<file path="config.mk">
export PLATFORM = sky130hd
export DESIGN_NAME = lzc_pipe
export DESIGN_NICKNAME = d
export VERILOG_FILES = /design/src/rtl/lzc_pipe.sv
export SDC_FILE = /design/constraint.sdc
export NUM_CORES = 1
export LEC_CHECK = 0
export CAP_MARGIN = 20
export CORE_MARGIN = 2
export CORE_UTILIZATION = 52
export CTS_CLUSTER_SIZE = 14
export DETAILED_ROUTE_END_ITERATION = 7
export GPL_TIMING_DRIVEN = 0
export PLACE_DENSITY = 0.85
export SYNTH_ARGS = -nofsm -noshare
export SYNTH_HDL_FRONTEND = slang
export SYNTH_SLANG_ARGS = --single-unit
</file>
<file path="constraint.sdc">
create_clock -name clk -period 2.71 [get_ports clk]
set_input_delay 0.271 -clock clk [delete_from_list [all_inputs] [get_ports clk]]
set_output_delay 0.271 -clock clk [all_outputs]
set_load 0.03 [all_outputs]
</file>
<file path="src/rtl/lzc_pipe.sv">
// lzc_pipe: two-stage leading-zero counter / normaliser on a valid/ready stream; define LZC_NORM_EN to build the out_norm shifter.
module lzc_pipe #(
  parameter int WIDTH = 11,
  parameter int SEG = 4,
  localparam int CW = $clog2(WIDTH + 1)
) (
  input  logic             clk,
  input  logic             rst,
  input  logic             in_valid,
  output logic             in_ready,
  input  logic [WIDTH-1:0] in_data,
  output logic             out_valid,
  input  logic             out_ready,
  output logic [CW-1:0]    out_count,
  output logic             out_zero,
  output logic [WIDTH-1:0] out_norm
);
  localparam int NS = (WIDTH + SEG - 1) / SEG;
  localparam int PW = NS * SEG;
  localparam int PAD = PW - WIDTH;
  localparam int SW = $clog2(SEG + 1);

  function automatic logic [SW-1:0] seg_lzc(input logic [SEG-1:0] s);
    seg_lzc = SW'(SEG);
    for (int b = 0; b < SEG; b++) if (s[b]) seg_lzc = SW'(SEG - 1 - b);
  endfunction

  logic                   s2_adv, s1_adv, s1_load, s2_load;
  logic                   s1_valid_q, s1_valid_d;
  logic [WIDTH-1:0]       s1_data_q, s1_data_d;
  logic [NS-1:0]          s1_segz_q, s1_segz_d;
  logic [NS-1:0][SW-1:0]  s1_segc_q, s1_segc_d;
  logic [PW-1:0]          pad;
  logic                   out_valid_q, out_valid_d;
  logic [CW-1:0]          out_count_q, out_count_d, cnt;
  logic                   out_zero_q, out_zero_d;
`ifdef LZC_NORM_EN
  logic [WIDTH-1:0]       out_norm_q, out_norm_d;
`endif

  assign s2_adv    = !out_valid_q || out_ready;
  assign s1_adv    = !s1_valid_q || s2_adv;
  assign in_ready  = s1_adv;
  assign s1_load   = in_valid && s1_adv;
  assign s2_load   = s1_valid_q && s2_adv;
  assign out_valid = out_valid_q;
  assign out_count = out_count_q;
  assign out_zero  = out_zero_q;

  // Stage 1 next state: ones-padded segments yield per-segment zero flags and counts; the padding can only stop a count, never extend it
  always_comb begin
    pad = (PW'(in_data) << PAD) | ((PW'(1) << PAD) - PW'(1));
    s1_valid_d = s1_adv ? in_valid : s1_valid_q;
    s1_data_d = s1_load ? in_data : s1_data_q;
    for (int j = 0; j < NS; j++) begin
      s1_segz_d[j] = s1_load ? ~|pad[PW-1-j*SEG -: SEG] : s1_segz_q[j];
      s1_segc_d[j] = s1_load ? seg_lzc(pad[PW-1-j*SEG -: SEG]) : s1_segc_q[j];
    end
  end

  // Stage 2 next state: first non-zero segment sets the count; no such segment means WIDTH
  always_comb begin
    cnt = CW'(WIDTH);
    for (int j = NS - 1; j >= 0; j--) if (!s1_segz_q[j]) cnt = CW'(j * SEG) + CW'(s1_segc_q[j]);
    out_valid_d = s2_adv ? s1_valid_q : out_valid_q;
    out_count_d = s2_load ? cnt : out_count_q;
    out_zero_d = s2_load ? ~|s1_data_q : out_zero_q;
`ifdef LZC_NORM_EN
    out_norm_d = s2_load ? s1_data_q << cnt : out_norm_q;
`endif
  end

  // Stage 1 registers
  always_ff @(posedge clk or posedge rst) begin
    if (rst) begin
      s1_valid_q <= 1'b0;
      s1_data_q <= '0;
      s1_segz_q <= '0;
      s1_segc_q <= '0;
    end else begin
      s1_valid_q <= s1_valid_d;
      s1_data_q <= s1_data_d;
      s1_segz_q <= s1_segz_d;
      s1_segc_q <= s1_segc_d;
    end
  end

  // Stage 2 (output) registers
  always_ff @(posedge clk or posedge rst) begin
    if (rst) begin
      out_valid_q <= 1'b0;
      out_count_q <= '0;
      out_zero_q <= 1'b0;
`ifdef LZC_NORM_EN
      out_norm_q <= '0;
`endif
    end else begin
      out_valid_q <= out_valid_d;
      out_count_q <= out_count_d;
      out_zero_q <= out_zero_d;
`ifdef LZC_NORM_EN
      out_norm_q <= out_norm_d;
`endif
    end
  end

`ifdef LZC_NORM_EN
  assign out_norm = out_norm_q;
`else
  assign out_norm = '0;
`endif
endmodule
</file>
# [After elaboration in Yosys (flattened, before gate mapping)]
# Cells that the tools add are included.
[op_classes] n_eq_ne=0 shifts=0 n_lt_le_gt_ge=0 bitwise_logic=0 mux=13 multipliers=0 div_mod_pow=0 add_sub_neg=2 n_reduce_logical=12
[ops] cell="3-bit 2-to-1 mux" n=10
[ops] cell="11-bit OR reduction" n=1
[ops] cell="4-bit 2-to-1 mux" n=2
[ops] cell="4-bit OR reduction" n=2
[ops] cell="1-bit logical NOT" n=5
[ops] cell="3-bit by 3-bit adder with 4-bit output, first input constant" n=1
[ops] cell="4-bit by 3-bit adder with 4-bit output, first input constant" n=1
[ops] cell="1-bit logical AND" n=2
[ops] cell="1-bit logical OR" n=2
[ops] cell="1-bit 2-to-1 mux" n=1
[word_totals] latchBits=0 ff_bits=29 rom_bits=0 mem_count=0 ram_bits=0

# [Longest topological paths before layout]
[logic_depth] word_depth=4 depth_mapped=4 mapped_depth_nobuf=3

# [Least setup slack after synthesis]
# Ideal clock, no wire load.
[synth_path] path_type="register to register" start="register out_valid_q, in the netlist out_valid" end="register s1_data_q[0]" arrival_ns=1.334 synth_period_minus_slack_ns=1.459 path_slack_ns=1.251 stages_incl_launch_ff=5 path_cell_list="dfrtp_1 > nand3b_4 > nand2_4 > buf_12 > mux2_4"
[synth_via] elab_chain_len=4
[synth_lines] element="start, declared" line="34" source="logic out_valid_q, out_valid_d;"
[synth_lines] element="start signal, assigned" line="98" source="out_valid_q <= out_valid_d;"
[synth_lines] element="1-bit logical NOT" line="41" source="assign s2_adv = !out_valid_q || out_ready;"
[synth_lines] element="1-bit logical OR" line="41"
[synth_lines] element="1-bit logical OR" line="42" source="assign s1_adv = !s1_valid_q || s2_adv;"
[synth_lines] element="via in_ready" line="10" source="output logic in_ready,"
[synth_lines] element="1-bit logical AND" line="44" source="assign s1_load = in_valid && s1_adv;"
[synth_lines] element="end signal, assigned" line="82" source="s1_data_q <= s1_data_d;"
[synth_lines] element="end, declared" line="30" source="logic [WIDTH-1:0] s1_data_q, s1_data_d;"
# The timed path passes the listed nets, and every way through them passes these cells.
# A chain may end at the register's enable or synchronous reset.

# [Final worst setup path]
[layout_path] start="register s1_valid_q" end="output port in_ready"
[layout_via] elab_chain_len=2
[layout_lines] element="start, declared" line="29" source="logic s1_valid_q, s1_valid_d;"
[layout_lines] element="start signal, assigned" line="81" source="s1_valid_q <= s1_valid_d;"
[layout_lines] element="1-bit logical NOT" line="42"
[layout_lines] element="1-bit logical OR" line="42"
[layout_lines] element="end, declared" line="10"
# No other way between the ends.

==> impl_metrics.tcl <==
set metrics [dict create \
    rows 18 \
    ys_warn_count 0 \
    r2r_end "s1_data_q[9]$_DFFE_PP0P_" \
    vias 877 \
    numCtsBuffers 3 \
    combPwrFrac 0.265 \
    p_seq_frac 0.518 \
    synth-seq-cells 28 \
    peakVddDrop_mv 0.4422 \
    track_usage 0.1812 \
    netlist_area_mm2 0.001395 \
    maxCapViolCount 0 \
    fin_skew_ps 12.28 \
    cts_max_level 1 \
    n_fill_cell 176 \
    avgViaCountPerCell 5.011 \
    core_mm2 0.002500 \
    clockPowerShare 0.216 \
    dieWidth_um 55.80 \
    cts_sinks 28 \
    power.leakage_nw 0.8536 \
    netlist_instances 109 \
    grt_start_max_net_pins 29 \
    top_layer "met4" \
    worst_ep_required_time_ps 2440 \
    antennaDiodeCount 0 \
    first_iter_violations 15 \
    p_per_area_mw_per_mm2 556.8 \
    dp_hpwl_um 1974 \
    gp_congestion 0.8107 \
    rsz0062_at_grt "no" \
    holdBufCountCts 0 \
    drc 0 \
    placed_cell_area_mm2 0.001680 \
    cp_num_buf_inv 1 \
    firstDrtPassIters 4 \
    setup_viol 0 \
    r2r_setup_slack_ps 1380 \
    reg2regPathDepth 4 \
    worstSkewPairLatency_ps 340 \
    p_sw_mw 0.2802 \
    finalInstanceArea_mm2 0.001744 \
    route.met3.wl_um 74 \
    synth.most_common_cell "dfrtp_1" \
    grt-ovfl-total 0 \
    start_util 0.5581 \
    first_global_vias 927 \
    wl_met1_um 1149 \
    fin_nets 161 \
    fmax_mhz 520.4 \
    port_buffers 21 \
    clk_pin_slew_ps 160 \
    async_flop_share 1.000 \
    slowest_stage "clkdlybuf4s50_1" \
    ys_types 25 \
    areaGrowthSynthToFinish_pct 25.02 \
    hold_class "in2async" \
    outcome "finished, final reports clean" \
    syn_avg_cell_area_um2 12.80 \
    critPathCaptureType "primary output" \
    final.setup.tns_ps 0 \
    synth_ff_type "dfrtp_1" \
    finalMaxSlewViolations 0 \
    grt_pass1_wl_um 4422 \
    power.internal_mw 0.6909 \
    layout-drive-gt1-share 0.2966 \
    wl_per_cell_um 14.79 \
    antenna_found_initial 0 \
    boundaryPins 33 \
    finalWirelength_um 2588 \
    hold_slack_ps 199.4 \
    slowest_delay_ps 680 \
    path_class "reg2out" \
    synth.top_cells.by_count "dfrtp_1, mux2_4, buf_4" \
    path_cells "nand3b_4, clkdlybuf4s50_1" \
    die_h_um 55.80 \
    crit_family "buffers and inverters" \
    synth_largest_area_cell "dfrtp_1" \
    synth_area_leaders "dfrtp_1, mux2_4, buf_4" \
    cts_resized 0 \
    r2r-start "s1_valid_q$_DFFE_PP0P_" \
    post-route-period-util 0.7091 \
    postCtsSetupRepairBufs 0 \
    switching_share 0.2886 \
    timing.final.hold_violations 0 \
    ys_seq_area_frac 0.5022 \
    startpoint_type "flip-flop" \
    crit_arrival_ps 1650 \
    wl_met2_um 1317 \
    final_antenna_net_count 0 \
    period_minus_slack_ps 1922 \
    root_buffer "clkbuf_4" \
    clockBufferDepth 2 \
    synth_top_area_share 0.5022 \
    synth_edf_count 0 \
    die_area_mm2 0.003113 \
    fin_util 0.6977 \
    critPathMaxFanout 6 \
    cts_tree "yes" \
]
## power by group through the flow
stage	sequential [mW]	clock (mW)	combinational, mW
floorplan	0.525	0	0.158
global placement	0.506	0	0.246
detailed placement	0.512	0	0.252
finish	0.503	0.210	0.258
CTS	0.503	0.216	0.253
global route	0.510	0.227	0.274
## registers in the layout, indices dropped and copies added, names as in the netlist
name,flops
s1_segc_q,8
out_count,4
out_zero,1
out_valid,1
s1_valid_q,1
s1_segz_q,2
s1_data_q,11
## cell families after synthesis
logic type             Yosys count  synth area share
DFF                             28            0.5022
and+or+nand+nor                 25            0.1049
muxes                           23            0.2251
buffers and inverters           19            0.1004
AOI/OAI and AO/OA               13           0.06458
other                            1          0.002688
## worst max-delay path by stage
| stage | slack (ps) | endpoint | start | cells past startpoint |
|---|---|---|---|---|
| 6_report | 790 | in_ready | s1_valid_q$_DFFE_PP0P_ | 2 |
| 3_5_place_dp | 840 | in_ready | out_ready | 3 |
| 2_1_floorplan | 1250 | s1_data_q[0]$_DFFE_PP0P_ | out_valid$_DFFE_PP0P_ | 4 |
| 5_1_grt | 750 | in_ready | s1_valid_q$_DFFE_PP0P_ | 2 |
| 3_3_place_gp | 860 | in_ready | out_ready | 3 |
| 4_1_cts | 790 | in_ready | s1_valid_q$_DFFE_PP0P_ | 2 |
## worst register-to-register path: cells and delay by family, from the launching register on
family	cells	cell delay [ps]
muxes	1	300
buffers and inverters	1	160
and+or+nand+nor	2	280
DFF	1	480
## per-stage QoR
stage	instances	power, mW	setup slack, ps
finish	175	0.9711	788.2
global route	175	1.011	745.2
CTS	174	0.9725	786.8
detailed placement	170	0.7639	840.8
global placement	170	0.7522	856.1
floorplan	119	0.6825	1251
## cells in the final DEF, fill, tap and decap left out, drive strengths merged
master and count:
conb 11, nor2 8, mux2 19, nor3 3, clkdlybuf4s50 21, nor4 2, o2bb2ai 1, a21oi 6
dfrtp 28, nand3b 1, nand3 1, buf 14, nand4 2, a31oi 1, o21ai 1, or2b 1
a21bo 4, nand2b 4, mux2i 4, nand2 3, clkbuf 5, inv 5
## layout make-up
cell class	count	area, um^2	share of cell area
timing repair buffer	22	237.7	0.1363
clock buffer	4	36.28	0.02080
tap	30	37.54	0.02152
multi-input combinational	72	591.8	0.3393
buffer	14	121.4	0.06958
sequential	28	700.7	0.4017
inverter	5	18.77	0.01076
## routing by layer
layer	up-vias	global-route usage
met4	0	0.07317
met2	25	0.3095
met3	5	0.02093
met5	-	0
met1	424	0.2337
li1	423	-
Power figures use the tool's default switching activity.
==> edit 1 (same flow settings) <==
The parameter `WIDTH` goes from 11 to 22.
--- a/src/rtl/lzc_pipe.sv
+++ b/src/rtl/lzc_pipe.sv
@@ -1,6 +1,6 @@
 // lzc_pipe: two-stage leading-zero counter / normaliser on a valid/ready stream; define LZC_NORM_EN to build the out_norm shifter.
 module lzc_pipe #(
-  parameter int WIDTH = 11,
+  parameter int WIDTH = 22,
   parameter int SEG = 4,
   localparam int CW = $clog2(WIDTH + 1)
 ) (
Interface: changed (resized in_data, out_count and out_norm); port bits go from 33 to 56. No check against the original RTL was run, so the function may have changed too.
==> edit 1 against the original RTL <==
Worst setup slack gained 0.046 ns; sequential cell count is 24 higher; combinational power is 35% higher; largest power group unchanged; routed wire length up 92%; critical endpoint unchanged; synthesized cell count rose to 2.5 times the old value; total power is 82% higher; cell area increased by 72%; area after synthesis up 72%; highest routed layer unchanged.
==> edit 1: results (changes against the original RTL) <==
Outcome
  – Status: complete, no violations (unchanged)

Floorplanning
  – Chip width: 71.90 microns (was 55.80 microns)

Power
  – Worst VDD drop: 0.3632 mV (was 0.4422 mV)
  – Clock net power: 522 uW (was 210 uW)
  – Seq pwr share: 0.509 (was 0.518)
  – PD cells: 590.9 nW/um^2 (was 556.8 nW/um^2)
  – Leakage power: 0.001493 uW (was 0.0008536 uW)
  – Power Internal: 1272 uW (was 690.9 uW)

Clock network
  – H-tree Lvls: 2 (was 1)
  – CTS Root Cell: clkbuf_8 (was clkbuf_4)
  – Insertion delay to the later sink of the worst-skew pair: 0.31 ns (was 0.34 ns)
  – Worst-path clk slew: 0.09 ns (was 0.16 ns)
  – CTS Buf Count: 5 (was 3)

GRT
  – Vias in the first global route: 1,805 (was 927)
  – Largest net degree at the start of global routing: 39 (was 29)
  – Global-route wire length before repair: 8342 microns (was 4422 microns)
  – GRT Util Overall: 0.2133 (was 0.1812)

Critical path
  – Worst Setup SP: out_ready (was s1_valid_q)
  – Worst Path Max Fanout: 4 (was 6)
  – R2R Path Start: s1_data_q[17] (was s1_valid_q)
  – Reg-to-Reg End: out_zero (was s1_data_q[9])
  – Worst EP arrival: 1.60 ns (was 1.65 ns)
  – Reg2Reg Setup Slack: 1.11 ns (was 1.38 ns)
  – CP Class: primary input to output port (was flop to output port)
  – Delay of the slowest critical-path stage: 0.70 ns (was 0.68 ns)

Cells and area
  – Post-route insts no fill: 388 (was 175)
  – Share of layout cells above drive strength 1: 0.1071 (was 0.2966)
  – Largest registers: s1_data_q (22), s1_segc_q (17)
  – Nets: 361 (was 161)
  – Fill count: 332 (was 176)
  – Area of the multi-input gates: 924.6 sq um (was 591.8 sq um)

Min path
  – HP Class: primary input to asynchronous set/reset pin (unchanged)

Synthesis
  – Distinct cells, synth: 26 (was 25)
  – Sequential share of the synthesized area: 0.5428 (was 0.5022)
  – Top cells by area, synth: dfrtp_1, nand2_1, buf_4, nor2_1, o21ai_0 (was dfrtp_1, mux2_4, buf_4, a21bo_2, mux2i_1)
  – Post-synthesis cell count: 273 (was 109)

Detailed routing
  – Drt total wl: 4979 microns (was 2588 microns)
  – DR iter-0 viols: 150 (was 15)
  – Vias per inst: 5.093 (was 5.011)
  – TritonRoute pass-1 iters: 4 (unchanged)

Placed design
  – Global placement routability congestion: 0.8659 (was 0.8107)
  – DP Worst Slack: 0.8522 ns (was 0.8408 ns)
  – Area after DPL: 2892 sq um (was 1680 sq um)
  – Port-buffer cells: 33 (was 21)
  – Dpl cells: 380 (was 170)

STA
  – Worst Hold Margin: 0.2265 ns (was 0.1994 ns)
  – Setup Skew: 0.006949 ns (was 0.01228 ns)
==> edit 1: cell types whose count changed after synthesis, sizes merged, moves of 4 or more <==
cell / change
nand3: +4
nand2: +88
o21ai: +12
mux2: -19
o31ai: +6
a21bo: -4
o41ai: +5
buf: +14
nor2: +11
dfrtp: +24
clkbuf: +7
==> edit 1: cell type report <==
class,instances,area share
Inverter,8,0.01001
Clock buffer,6,0.02420
Buffer,35,0.07342
Tap cell,52,0.02169
Clock inverter,2,0.01168
Timing Repair Buffer,34,0.1168
Multi-Input combinational cell,199,0.3083
Sequential cell,52,0.4339
==> edit 1: logic make-up (layout without fill, tap and decap cells) <==
family / after synthesis / count (layout) / share of synthesized area
AND/OR/NAND/NOR: 132 / 132 / 0.2286
flip-flops: 52 / 52 / 0.5428
AO/OA/AOI/OAI: 43 / 43 / 0.1143
buffers and inverters: 43 / 85 / 0.1044
multiplexers: 2 / 2 / 0.008351
other: 1 / 22 / 0.001564
==> edit 1: worst max path at each step <==
stage                         end  slack (ns)  cells after the start
detailed placement       in_ready        0.85                      3
global route             in_ready        0.80                      3
finish                   in_ready        0.83                      3
floorplan           s1_segc_q[14]        1.01                      6
CTS                      in_ready        0.84                      3
global placement     s1_segz_q[4]        0.29                      2
==> edit 1: per-layer routing <==
| layer | global-route usage | vias to the layer above | part of all wire |
|---|---|---|---|
| met1 | 0.2692 | 916 | 0.41 |
| met2 | 0.3549 | 71 | 0.51 |
| met5 | 0 | - | 0 |
| li1 | - | 979 | - |
| met4 | 0.08595 | 0 | 0.023 |
| met3 | 0.05278 | 10 | 0.063 |
==> edit 2 (same flow settings) <==
Made on the original files. `s1_data_q` no longer has a reset.
--- a/src/rtl/lzc_pipe.sv
+++ b/src/rtl/lzc_pipe.sv
@@ -74,15 +74,17 @@
   always_ff @(posedge clk or posedge rst) begin
     if (rst) begin
       s1_valid_q <= 1'b0;
-      s1_data_q <= '0;
       s1_segz_q <= '0;
       s1_segc_q <= '0;
     end else begin
       s1_valid_q <= s1_valid_d;
-      s1_data_q <= s1_data_d;
       s1_segz_q <= s1_segz_d;
       s1_segc_q <= s1_segc_d;
     end
+  end
+
+  always_ff @(posedge clk) begin
+    s1_data_q <= s1_data_d;
   end
 
   // Stage 2 (output) registers
Function: same outputs for any inputs over 10 cycles, from zero or initial values and one cycle with rst high; that may be too few to reach the edited logic, so the function may still have changed.
==> edit 2 against the original RTL <==
Worst setup slack improved by 0.044 ns; sequential cell count unchanged; area after synthesis decreased by 10%; core utilization about the same; total power decreased by 11%; global-route usage increased by 0.21 points; largest cell class unchanged; routed wire length decreased by 20%; cell area decreased by 11%.
==> edit 2: results (changes against the original RTL) <==
Critical path
  – Worst EP arrival: 1.61 ns (was 1.65 ns)
  – Reg-to-Reg End: s1_segc_q[4] (was s1_data_q[9])
  – Reg2Reg Setup Slack: 1.31 ns (was 1.38 ns)

GRT
  – GR Layer Usage met3: 0.02542 (was 0.02093)
  – Global-route wire length before repair: 3601 microns (was 4422 microns)
  – Largest net degree at the start of global routing: 21 (was 29)
  – GRT Util Overall: 0.1833 (was 0.1812)
  – Vias in the first global route: 805 (was 927)
  – Met1 Use GR: 0.2387 (was 0.2337)
  – Met2 usage: 0.3000 (was 0.3095)

Power
  – Worst VDD drop: 0.4727 mV (was 0.4422 mV)
  – Clock net power: 168 uW (was 210 uW)
  – Sw Pwr: 232.4 uW (was 280.2 uW)
  – Part of the power in combinational logic: 0.223 (was 0.265)
  – PD cells: 554.4 nW/um^2 (was 556.8 nW/um^2)
  – Leakage power: 0.0006876 uW (was 0.0008536 uW)

Cells and area
  – Nets: 151 (was 161)
  – Max reg flops: 11 (unchanged)
  – Antenna fix cells: 0 (unchanged)
  – Fill count: 172 (was 176)
  – Share of layout cells above drive strength 1: 0.1852 (was 0.2966)
  – Reg with most FFs: s1_data_q (unchanged)

Outcome
  – Status: complete, no violations (unchanged)

Synthesis
  – Post-synth EDFFs: 11 (was 0)
  – Sequential share of the synthesized area: 0.6052 (was 0.5022)
  – Synth async-reset ratio: 0.6071 (was 1.000)
  – Synth cell count leaders: dfrtp_1, buf_4, edfxtp_1, inv_1 (was dfrtp_1, mux2_4, buf_4, nor2_1, a21oi_1)
  – Post-synthesis cell count: 100 (was 109)
  – Top cells by area, synth: dfrtp_1, edfxtp_1, buf_4, mux2_4, a21oi_1 (was dfrtp_1, mux2_4, buf_4, a21bo_2, mux2i_1)

Clock network
  – Postcts setup bufs: 0 (unchanged)
  – Worst-path clk slew: 0.14 ns (was 0.16 ns)
  – Insertion delay to the later sink of the worst-skew pair: 0.32 ns (was 0.34 ns)

STA
  – Worst Hold Margin: 0.3166 ns (was 0.1994 ns)
  – Setup Skew: 0.004992 ns (was 0.01228 ns)
  – Final worst slack: 0.8324 ns (was 0.7882 ns)

Min path
  – HP Class: primary input to asynchronous set/reset pin (unchanged)

Placed design
  – DP Worst Slack: 0.8528 ns (was 0.8408 ns)
  – Post-detail-place hpwl: 1594 microns (was 1974 microns)
  – Global placement routability congestion: 0.7432 (was 0.8107)
  – Dpl cells: 159 (was 170)
  – Area after DPL: 1531 sq um (was 1680 sq um)

Detailed routing
  – DR iter-0 viols: 7 (was 15)
  – Max Used Layer: met4 (unchanged)
  – Met3 WL: 82 microns (was 74 microns)
  – Metal-1 WL: 906 microns (was 1149 microns)
  – Drt total wl: 2059 microns (was 2588 microns)
  – DR WL met2: 1040 microns (was 1317 microns)
  – Vias per inst: 4.773 (was 5.011)
  – Number of vias in the routed layout: 778 (was 877)
==> edit 2: changes by cell type in the layout (fill, tap and decap cells not counted), sizes merged, moves of 4 or more <==
cell    delta
mux2      -11
dfrtp     -11
edfxtp    +11
inv        +4
a21bo      -4
o21ai      +4
==> edit 2: area by class of cell <==
type                    count  area, sq um  area share
plain buffers              12        93.84     0.06024
clock buffers               4        26.28     0.01687
inverters                   9        33.78     0.02169
multi-input cells          61        402.9      0.2586
flip-flops and latches     28        755.7      0.4851
well taps                  28        35.03     0.02249
repair buffers             21        210.2      0.1349
==> edit 2: kinds of logic (layout without fill, tap and decap cells) <==
kind of cell / count (synthesis) / after routing / synth area share
flops: 28 / 28 / 0.6052
simple gates: 25 / 25 / 0.1182
buf+inv: 21 / 46 / 0.1022
compound gates: 14 / 14 / 0.06012
mux: 11 / 11 / 0.1112
other cells: 1 / 11 / 0.003003
==> edit 2: critical path: stages (launching register included) <==
cell and delay [ns]:
dfrtp_1 0.48, nand3b_4 0.13, clkdlybuf4s50_1 0.68
